File: src/rtl/fruit_trajectory_ctrl.sv
// Ballistic commander for one fruit: launch, gravity, apex, exit.
// Drives the position tracker and reports how the flight ended.
module fruit_trajectory_ctrl #(
  parameter int SCREEN_W = 640,
  parameter int SCREEN_H = 480,
  parameter int GRAV_DIV = 4,
  parameter int VY_MAX   = 16
) (
  input  logic       clk,
  input  logic       rst,
  input  logic       tick,
  input  logic       launch,
  input  logic [9:0] launch_vx,
  input  logic [9:0] launch_vy,
  input  logic       launch_dx,
  input  logic       slice_hit,
  input  logic [9:0] posx,
  input  logic [9:0] posy,
  output logic       obj_rst,
  output logic       en,
  output logic       moveclk,
  output logic [9:0] vx,
  output logic [9:0] vy,
  output logic [1:0] dx,
  output logic [1:0] dy,
  output logic       active,
  output logic       done,
  output logic       sliced
);

  typedef enum logic [2:0] {
    S_IDLE, S_ARM, S_RISE, S_FALL, S_EXIT
  } state_e;

  localparam int GW = (GRAV_DIV > 1) ? $clog2(GRAV_DIV) : 1;
  localparam logic [GW-1:0] G_LAST = GW'(GRAV_DIV - 1);
  localparam logic [9:0] W_LIM = 10'(SCREEN_W);
  localparam logic [9:0] H_LIM = 10'(SCREEN_H);
  localparam logic [9:0] V_MAX = 10'(VY_MAX);

  state_e state_q, state_d;
  logic obj_rst_q, obj_rst_d;
  logic en_q, en_d;
  logic moveclk_q, moveclk_d;
  logic [9:0] vx_q, vx_d;
  logic [9:0] vy_q, vy_d;
  logic [1:0] dx_q, dx_d;
  logic [1:0] dy_q, dy_d;
  logic active_q, active_d;
  logic done_q, done_d;
  logic sliced_q, sliced_d;
  logic [GW-1:0] gcnt_q, gcnt_d;

  logic flight, flight_d;
  logic exit_scr, leave;
  logic g_step, apex;

  assign flight = (state_q == S_RISE) || (state_q == S_FALL);
  assign exit_scr = ((state_q == S_FALL) && (posy >= H_LIM))
                 || (posx >= W_LIM)
                 || ((dx_q == 2'b10) && (posx < vx_q));
  assign leave  = flight && (slice_hit || exit_scr);
  assign g_step = (gcnt_q == G_LAST);
  // Top guard: turn over early so an upward move never wraps posy.
  assign apex = (state_q == S_RISE) && moveclk_q
             && ((posy < vy_q) || (g_step && (vy_q <= 10'd1)));

  always_ff @(posedge clk) begin
    if (rst) begin
      state_q   <= S_IDLE;
      obj_rst_q <= 1'b0;
      en_q      <= 1'b0;
      moveclk_q <= 1'b0;
      vx_q      <= '0;
      vy_q      <= '0;
      dx_q      <= 2'b00;
      dy_q      <= 2'b00;
      active_q  <= 1'b0;
      done_q    <= 1'b0;
      sliced_q  <= 1'b0;
      gcnt_q    <= '0;
    end else begin
      state_q   <= state_d;
      obj_rst_q <= obj_rst_d;
      en_q      <= en_d;
      moveclk_q <= moveclk_d;
      vx_q      <= vx_d;
      vy_q      <= vy_d;
      dx_q      <= dx_d;
      dy_q      <= dy_d;
      active_q  <= active_d;
      done_q    <= done_d;
      sliced_q  <= sliced_d;
      gcnt_q    <= gcnt_d;
    end
  end

  always_comb begin
    state_d = state_q;
    unique case (state_q)
      S_IDLE: if (launch) state_d = S_ARM;
      S_ARM:  state_d = (vy_q == '0) ? S_FALL : S_RISE;
      S_RISE: begin
        if (leave)     state_d = S_EXIT;
        else if (apex) state_d = S_FALL;
      end
      S_FALL: if (leave) state_d = S_EXIT;
      S_EXIT: state_d = S_IDLE;
      default: state_d = S_IDLE;
    endcase
  end

  always_comb begin
    vx_d      = vx_q;
    vy_d      = vy_q;
    dx_d      = dx_q;
    dy_d      = dy_q;
    gcnt_d    = gcnt_q;
    sliced_d  = sliced_q;
    flight_d  = (state_d == S_RISE) || (state_d == S_FALL);
    obj_rst_d = (state_d == S_ARM);
    en_d      = flight_d;
    active_d  = flight_d;
    done_d    = (state_d == S_EXIT);
    moveclk_d = tick && flight && flight_d;
    if ((state_q == S_IDLE) && launch) begin
      vx_d     = launch_vx;
      vy_d     = launch_vy;
      dx_d     = launch_dx ? 2'b11 : 2'b10;
      dy_d     = 2'b10;
      gcnt_d   = '0;
      sliced_d = 1'b0;
    end
    if ((state_q == S_ARM) && (vy_q == '0)) begin
      vy_d = 10'd1;
      dy_d = 2'b11;
    end
    if (leave) begin
      sliced_d = slice_hit;
    end else if (flight && moveclk_q) begin
      gcnt_d = g_step ? '0 : gcnt_q + 1'b1;
      if (state_q == S_RISE) begin
        if (apex)        dy_d = 2'b11;
        else if (g_step) vy_d = vy_q - 10'd1;
      end else if (g_step) begin
        vy_d = (vy_q >= V_MAX) ? V_MAX : vy_q + 10'd1;
      end
    end
  end

  assign obj_rst = obj_rst_q;
  assign en      = en_q;
  assign moveclk = moveclk_q;
  assign vx      = vx_q;
  assign vy      = vy_q;
  assign dx      = dx_q;
  assign dy      = dy_q;
  assign active  = active_q;
  assign done    = done_q;
  assign sliced  = sliced_q;

endmodule

File: config.mk
export PLATFORM = sky130hd
export DESIGN_NAME = fruit_trajectory_ctrl
export DESIGN_NICKNAME = d
export VERILOG_FILES = /design/src/rtl/fruit_trajectory_ctrl.sv
export SDC_FILE = /design/constraint.sdc
export NUM_CORES = 1
export LEC_CHECK = 0
export BUFFER_PORTS_ARGS = -buffer_cell sky130_fd_sc_hd__buf_2
export CAP_MARGIN = 5
export CORE_ASPECT_RATIO = 0.9
export CORE_MARGIN = 2
export CORE_UTILIZATION = 40
export CTS_BUF_LIST = sky130_fd_sc_hd__clkbuf_8
export DETAILED_ROUTE_END_ITERATION = 8
export PLACE_DENSITY_LB_ADDON = 0.25
export SYNTH_ARGS = -nofsm -noshare
export SYNTH_HDL_FRONTEND = slang
export SYNTH_SLANG_ARGS = --single-unit
File: constraint.sdc
create_clock -name clk -period 2.6 [get_ports clk]
set_input_delay 0.26 -clock clk [delete_from_list [all_inputs] [get_ports clk]]
set_output_delay 0.26 -clock clk [all_outputs]
set_load 0.03 [all_outputs]
==> run metrics, run 1 <==
maximum buffer depth of the clock tree=2; top-area cell type share of the netlist area=0.2811; Peak Freq=414.4 MHz; grt ovf=0; CTS H-tree lvls=2; top post-synthesis cells by area=dfxtp_1, ha_1, nand2_1; Max Cap Viol=0; vias per cell=5.540; Worst Hold End=moveclk$_SDFF_PP0_; worst rel slew slack=0.5736; I/O pin count=76; Total Wirelength=6.949 mm; worst skew pair latency=0.29 ns; Post-CTS Repair Setup Buffers=0; post-DP HPWL=5.375 mm; hold path depth=2; critical path class=register to register; Worst Hold Class=input pin to register; drt pass-1 iters=4; CTS Sinks=34; initial antenna violation count=0; multi-input combinational cell area=0.001609 mm²; FP Rows=26; CTS Hold Buffers Added=0; DRT antenna net count=0; Leakage=1.326 nW; delay-heaviest family, CP=compound AO/OA/AOI/OAI gates; Syn Inst Count=303; worst path bufs/invs=1; Avg WL per Cell=15.44 µm; Max FO, Critical Path=9; flip-flop and latch area=680.7 µm²; CTS Buf Count=5; status=complete, no violations; number of global-route vias before repair=2399; Worst VDD drop=0.3205 mV; worst-margin pin slew=0.6395 ns; Worst EP arrival=2.59 ns; IO Port Bufs=75; Commonest cells post-synth=nand2_1, dfxtp_1, a21oi_1, ha_1, inv_1; CP max stage cell=dfxtp_1; PwrDens=553.7 mW/mm²; number of fill cells=551; setup_tns=0 ns; clock skew=0.006971 ns; Synth Register Bits=34; Core ar.=0.005758 mm²; share of cells above drive strength 1=0.2816; Post-synth EDFFs=0; fin util=0.5198; all-layer global routing usage=0.2147; chip height=77.81 µm; Most used DFF post-synth=dfxtp_1; FF-to-FF path depth=7; Area Growth Syn to Fin=23.62%; vias=2493; drc violations=0; Worst R2R Setup Slack=0.19 ns; CP endpoint kind=register; CTS root buffer=clkbuf_8; min cycle time layout=2.413 ns; Netlist Area Pre-Place=0.002421 mm²; final setup fails=0; Power Total=1.657 mW; initial core utilization=0.4205; most frequent cell after synthesis=nand2_1; Synth area leader=dfxtp_1; initial DRC count=118; RSZ-0062 raised after global routing=no; Final period util=0.9282; Levels on crit path=7; synthesized area per cell=7.990 µm²; Die Span X=86.01 µm; syn nets=372; first-pass GRT wire length=11.51 mm; layout net count=448; die footprint=0.006692 mm²; GPL Wtd Cong=0.9625; reg2reg end=vy[9]$_SDFF_PP0_; Hold Fails Final Rpt=0; CTS tree=done; YS warnings=0; CP startpoint kind=register; largest net degree at the start of global routing=33; FF-to-FF Start=vy[2]$_SDFF_PP0_; Max Slew Vio Count=0; WP data required=2.78 ns; antenna diode count=0; cts repair resizes=0; post-synth cell types=62; CP cell instances=inv_1 > ha_1 > a41oi_1 > or3b_1 > a21o_1 > a21oi_4 > mux2_1; Seq/Total Area, Yosys=0.2811; HP Start=tick; crit-path max cell delay=0.51 ns; fraction of registers with async set/reset=0; clock-pin transition on the worst setup and hold timing paths=0.08 ns
[per-stage QoR]
step	instance area, µm²	worst slack, ns	instances	hold WS [ns]
2_1_floorplan	2421	0.1778	303	0.3960
3_3_place_gp	2877	0.2432	442	0.4555
3_5_place_dp	2877	0.2080	442	0.4600
4_1_cts	2985	0.1787	450	0.1897
5_1_grt	2993	0.01602	450	0.1990
6_report	2993	0.1867	450	0.2006
[cell type report]
type,count,area share
Tap cell,70,0.02926
Inverter,23,0.02885
Timing Repair Buffer,81,0.1405
Multi-Input combinational cell,234,0.5376
Sequential cell,34,0.2274
Clock buffer,5,0.02299
Clock inverter,3,0.01338
[per-layer routing]
metal / global-route usage / routed length, µm
met3: 0.05319 / 535
met4: 0.06190 / 120
met5: 0 / 0
met2: 0.3248 / 3008
met1: 0.3006 / 3284
[worst max path at each step]
| stage | to | slack, ns | startpoint |
|---|---|---|---|
| 2_1_floorplan | vy[9]$_SDFF_PP0_ | 0.18 | vy[5]$_SDFF_PP0_ |
| 3_3_place_gp | vy[9]$_SDFF_PP0_ | 0.24 | vy[2]$_SDFF_PP0_ |
| 3_5_place_dp | vy[9]$_SDFF_PP0_ | 0.21 | vy[6]$_SDFF_PP0_ |
| 4_1_cts | vy[9]$_SDFF_PP0_ | 0.18 | vy[2]$_SDFF_PP0_ |
| 5_1_grt | vy[9]$_SDFF_PP0_ | 0.02 | vy[8]$_SDFF_PP0_ |
| 6_report | vy[9]$_SDFF_PP0_ | 0.19 | vy[2]$_SDFF_PP0_ |
[where the power goes]
part	internal [mW]	total, mW	switching (mW)	leakage, nW
Clock	0.282	0.486	0.204	0.0579
Sequential	0.561	0.601	0.0398	0.279
Combinational	0.213	0.570	0.357	0.989
Total	1.06	1.66	0.601	1.33
[flip-flops by register name, indices dropped and copies added, names as in the netlist]
register / flops
moveclk: 1
obj_rst: 1
dx: 2
active: 1
vy: 10
state_q: 3
sliced: 1
gcnt_q: 2
dy: 2
vx: 10
done: 1
[worst register-to-register path: stages, from the launching register on]
cell	delay (ns)
dfxtp_1	0.51
inv_1	0.14
ha_1	0.30
a41oi_1	0.12
or3b_1	0.44
a21o_1	0.24
a21oi_4	0.21
mux2_1	0.34
[cell usage in the layout, fill, tap and decap left out, drive strengths merged, types with 2 or more instances in the layout]
master,count
a31oi,7
and3,4
or3b,2
o311ai,2
o211ai,4
nand2b,4
nand2,54
ha,23
xnor2,6
nor3,12
a211oi,5
clkbuf,5
nand3,7
o32ai,3
o21ai,9
a21o,7
nand4,3
buf,81
nor4b,2
a221oi,2
or3,4
inv,23
a21oi,25
mux2,2
clkinv,2
nor4,2
nor2,21
and2,2
a41oi,2
a2bb2oi,2
a311oi,5
dfxtp,34
nor3b,2
[kinds of logic after synthesis]
kind of cell,Yosys count,synth area share
adder cells (fa/ha/maj),23,0.1189
XOR/XNOR,7,0.02532
multiplexers,2,0.009302
AO/OA/AOI/OAI,79,0.2367
AND/OR/NAND/NOR,123,0.2677
flip-flops,34,0.2811
buffers and inverters,35,0.06098
Power figures use the tool's default switching activity.
==> run 2: changes to the inputs <==
==> constraint.sdc (replaced) <==
create_clock -name clk -period 2.6 [get_ports clk]
set_input_delay 0.78 -clock clk [delete_from_list [all_inputs] [get_ports clk]]
set_output_delay 0.78 -clock clk [all_outputs]
set_load 0.03 [all_outputs]
==> run metrics, run 2 (synthesized netlist as in run 1, its figures left out) <==
status=complete, no violations; clock skew=0.005323 ns; drc violations=0; crit-path max cell delay=0.51 ns; share of cells above drive strength 1=0.3123; grt ovf=0; CTS H-tree lvls=2; Max Cap Viol=0; maximum buffer depth of the clock tree=2; Die Span X=86.01 µm; Max Slew Vio Count=0; number of fill cells=564; DRT antenna net count=0; P_sw=0.6020 mW; PwrDens=519.5 mW/mm²; Total Wirelength=7.054 mm; IO Port Bufs=75; first-pass GRT wire length=11.16 mm; initial DRC count=141; cell-internal power=1.008 mW; Avg WL per Cell=15.10 µm; Final period util=0.9371; critical path class=register to register; CTS Buf Count=5; CP cell instances=inv_1 > ha_1 > a41oi_1 > or3b_1 > a21o_1 > a21oi_2 > mux2_1; I/O pin count=76; Area Growth Syn to Fin=27.96%; Power Total=1.610 mW; initial core utilization=0.4205; Leakage=1.401 nW; CP startpoint kind=register; fin util=0.5380; CTS Sinks=34; worst rel slew slack=0.5975; die footprint=0.006692 mm²; CP endpoint kind=register; worst skew pair latency=0.29 ns; RSZ-0062 raised after global routing=no; antenna diode count=0; all-layer global routing usage=0.2103; Worst VDD drop=0.3749 mV; worst-margin pin slew=0.6038 ns; Worst Hold Class=register to register; FP Rows=26; GPL Wtd Cong=0.9295; min cycle time layout=2.436 ns; CTS root buffer=clkbuf_8; Hold Fails Final Rpt=0; commonest non-fill, non-tap cells in the layout=buf_2, nand2_1, dfxtp_1; Hold WS=0.4718 ns; WP data required=2.78 ns; CTS tree=done; Sw Share=0.3740; flip-flop and latch area=680.7 µm²; vias=2561; Peak Freq=410.4 MHz; clock-pin transition on the worst setup and hold timing paths=0.07 ns; initial antenna violation count=0; Clock Power Share=0.253; Core ar.=0.005758 mm²; final setup fails=0; Worst EP arrival=2.61 ns; number of global-route vias before repair=2321; multi-input combinational cell area=0.001604 mm²; layout net count=465; Max FO, Critical Path=8; largest net degree at the start of global routing=33; post-DP HPWL=5.552 mm; Comb power frac=0.377; Worst R2R Setup Slack=0.16 ns; drt pass-1 iters=4; leading cell type in the layout, fill and taps excluded=buf_2; chip height=77.81 µm; CP max stage cell=dfxtp_1; Flop pwr share=0.370; vias per cell=5.484
[run 2: cell types whose count changed in the layout (fill, tap and decap cells not counted), sizes merged]
cell    delta
clkinv     -1
buf       +17
inv        +1
clkbuf     +1
bufinv     -1
[run 2: final timing paths]
path	from	endpoint	cells after the start
worst max-delay path	vy[5]$_SDFF_PP0_	vy[9]$_SDFF_PP0_	7
worst min-delay path	vx[0]$_SDFFE_PP0P_	vx[0]$_SDFFE_PP0P_	2
worst max register to register	vy[5]$_SDFF_PP0_	vy[9]$_SDFF_PP0_	7
worst min register to register	vx[0]$_SDFFE_PP0P_	vx[0]$_SDFFE_PP0P_	2
[run 2: layout make-up]
cell class              count  area share
well taps                  70     0.02827
flip-flops and latches     34      0.2197
clock inverters             2    0.002827
multi-input cells         234      0.5178
inverters                  23     0.02787
clock buffers               6     0.02666
repair buffers             98      0.1769
[run 2: critical path, delay by kind of cell (launching register included)]
family	cells	cell delay [ns]
flip-flops	1	0.51
AO/OA/AOI/OAI	3	0.58
buffers and inverters	1	0.12
adder cells (fa/ha/maj)	1	0.32
AND/OR/NAND/NOR	1	0.45
multiplexers	1	0.34
[run 2: repair_timing]
action,4_1_cts,5_1_grt
gates resized for setup,0,1
setup buffers,0,0
setup endpoints to repair,0,1
hold buffers,0,0
[run 2: power groups by stage]
stage	Combinational, mW	Sequential, mW	Clock, mW
2_1_floorplan	0.326	0.678	0
3_3_place_gp	0.593	0.607	0
6_report	0.606	0.596	0.408
5_1_grt	0.662	0.601	0.440
4_1_cts	0.603	0.596	0.421
3_5_place_dp	0.599	0.607	0
[run 2: through the flow]
step,setup TNS [ns],area [µm²],worst slack [ns],cells
2_1_floorplan,0,2421,0.1390,303
3_3_place_gp,-0.4010,3004,-0.08001,459
3_5_place_dp,-1.213,3004,-0.1575,459
4_1_cts,0,3095,0.1415,467
5_1_grt,0,3098,0.02059,467
6_report,0,3098,0.1636,467
[run 2: per-layer routing]
metal,GRT usage,up-vias,share of wire
li1,-,1277,-
met4,0.06349,0,0.020
met1,0.2947,1180,0.48
met2,0.3147,92,0.43
met5,0,-,0
met3,0.05426,12,0.067
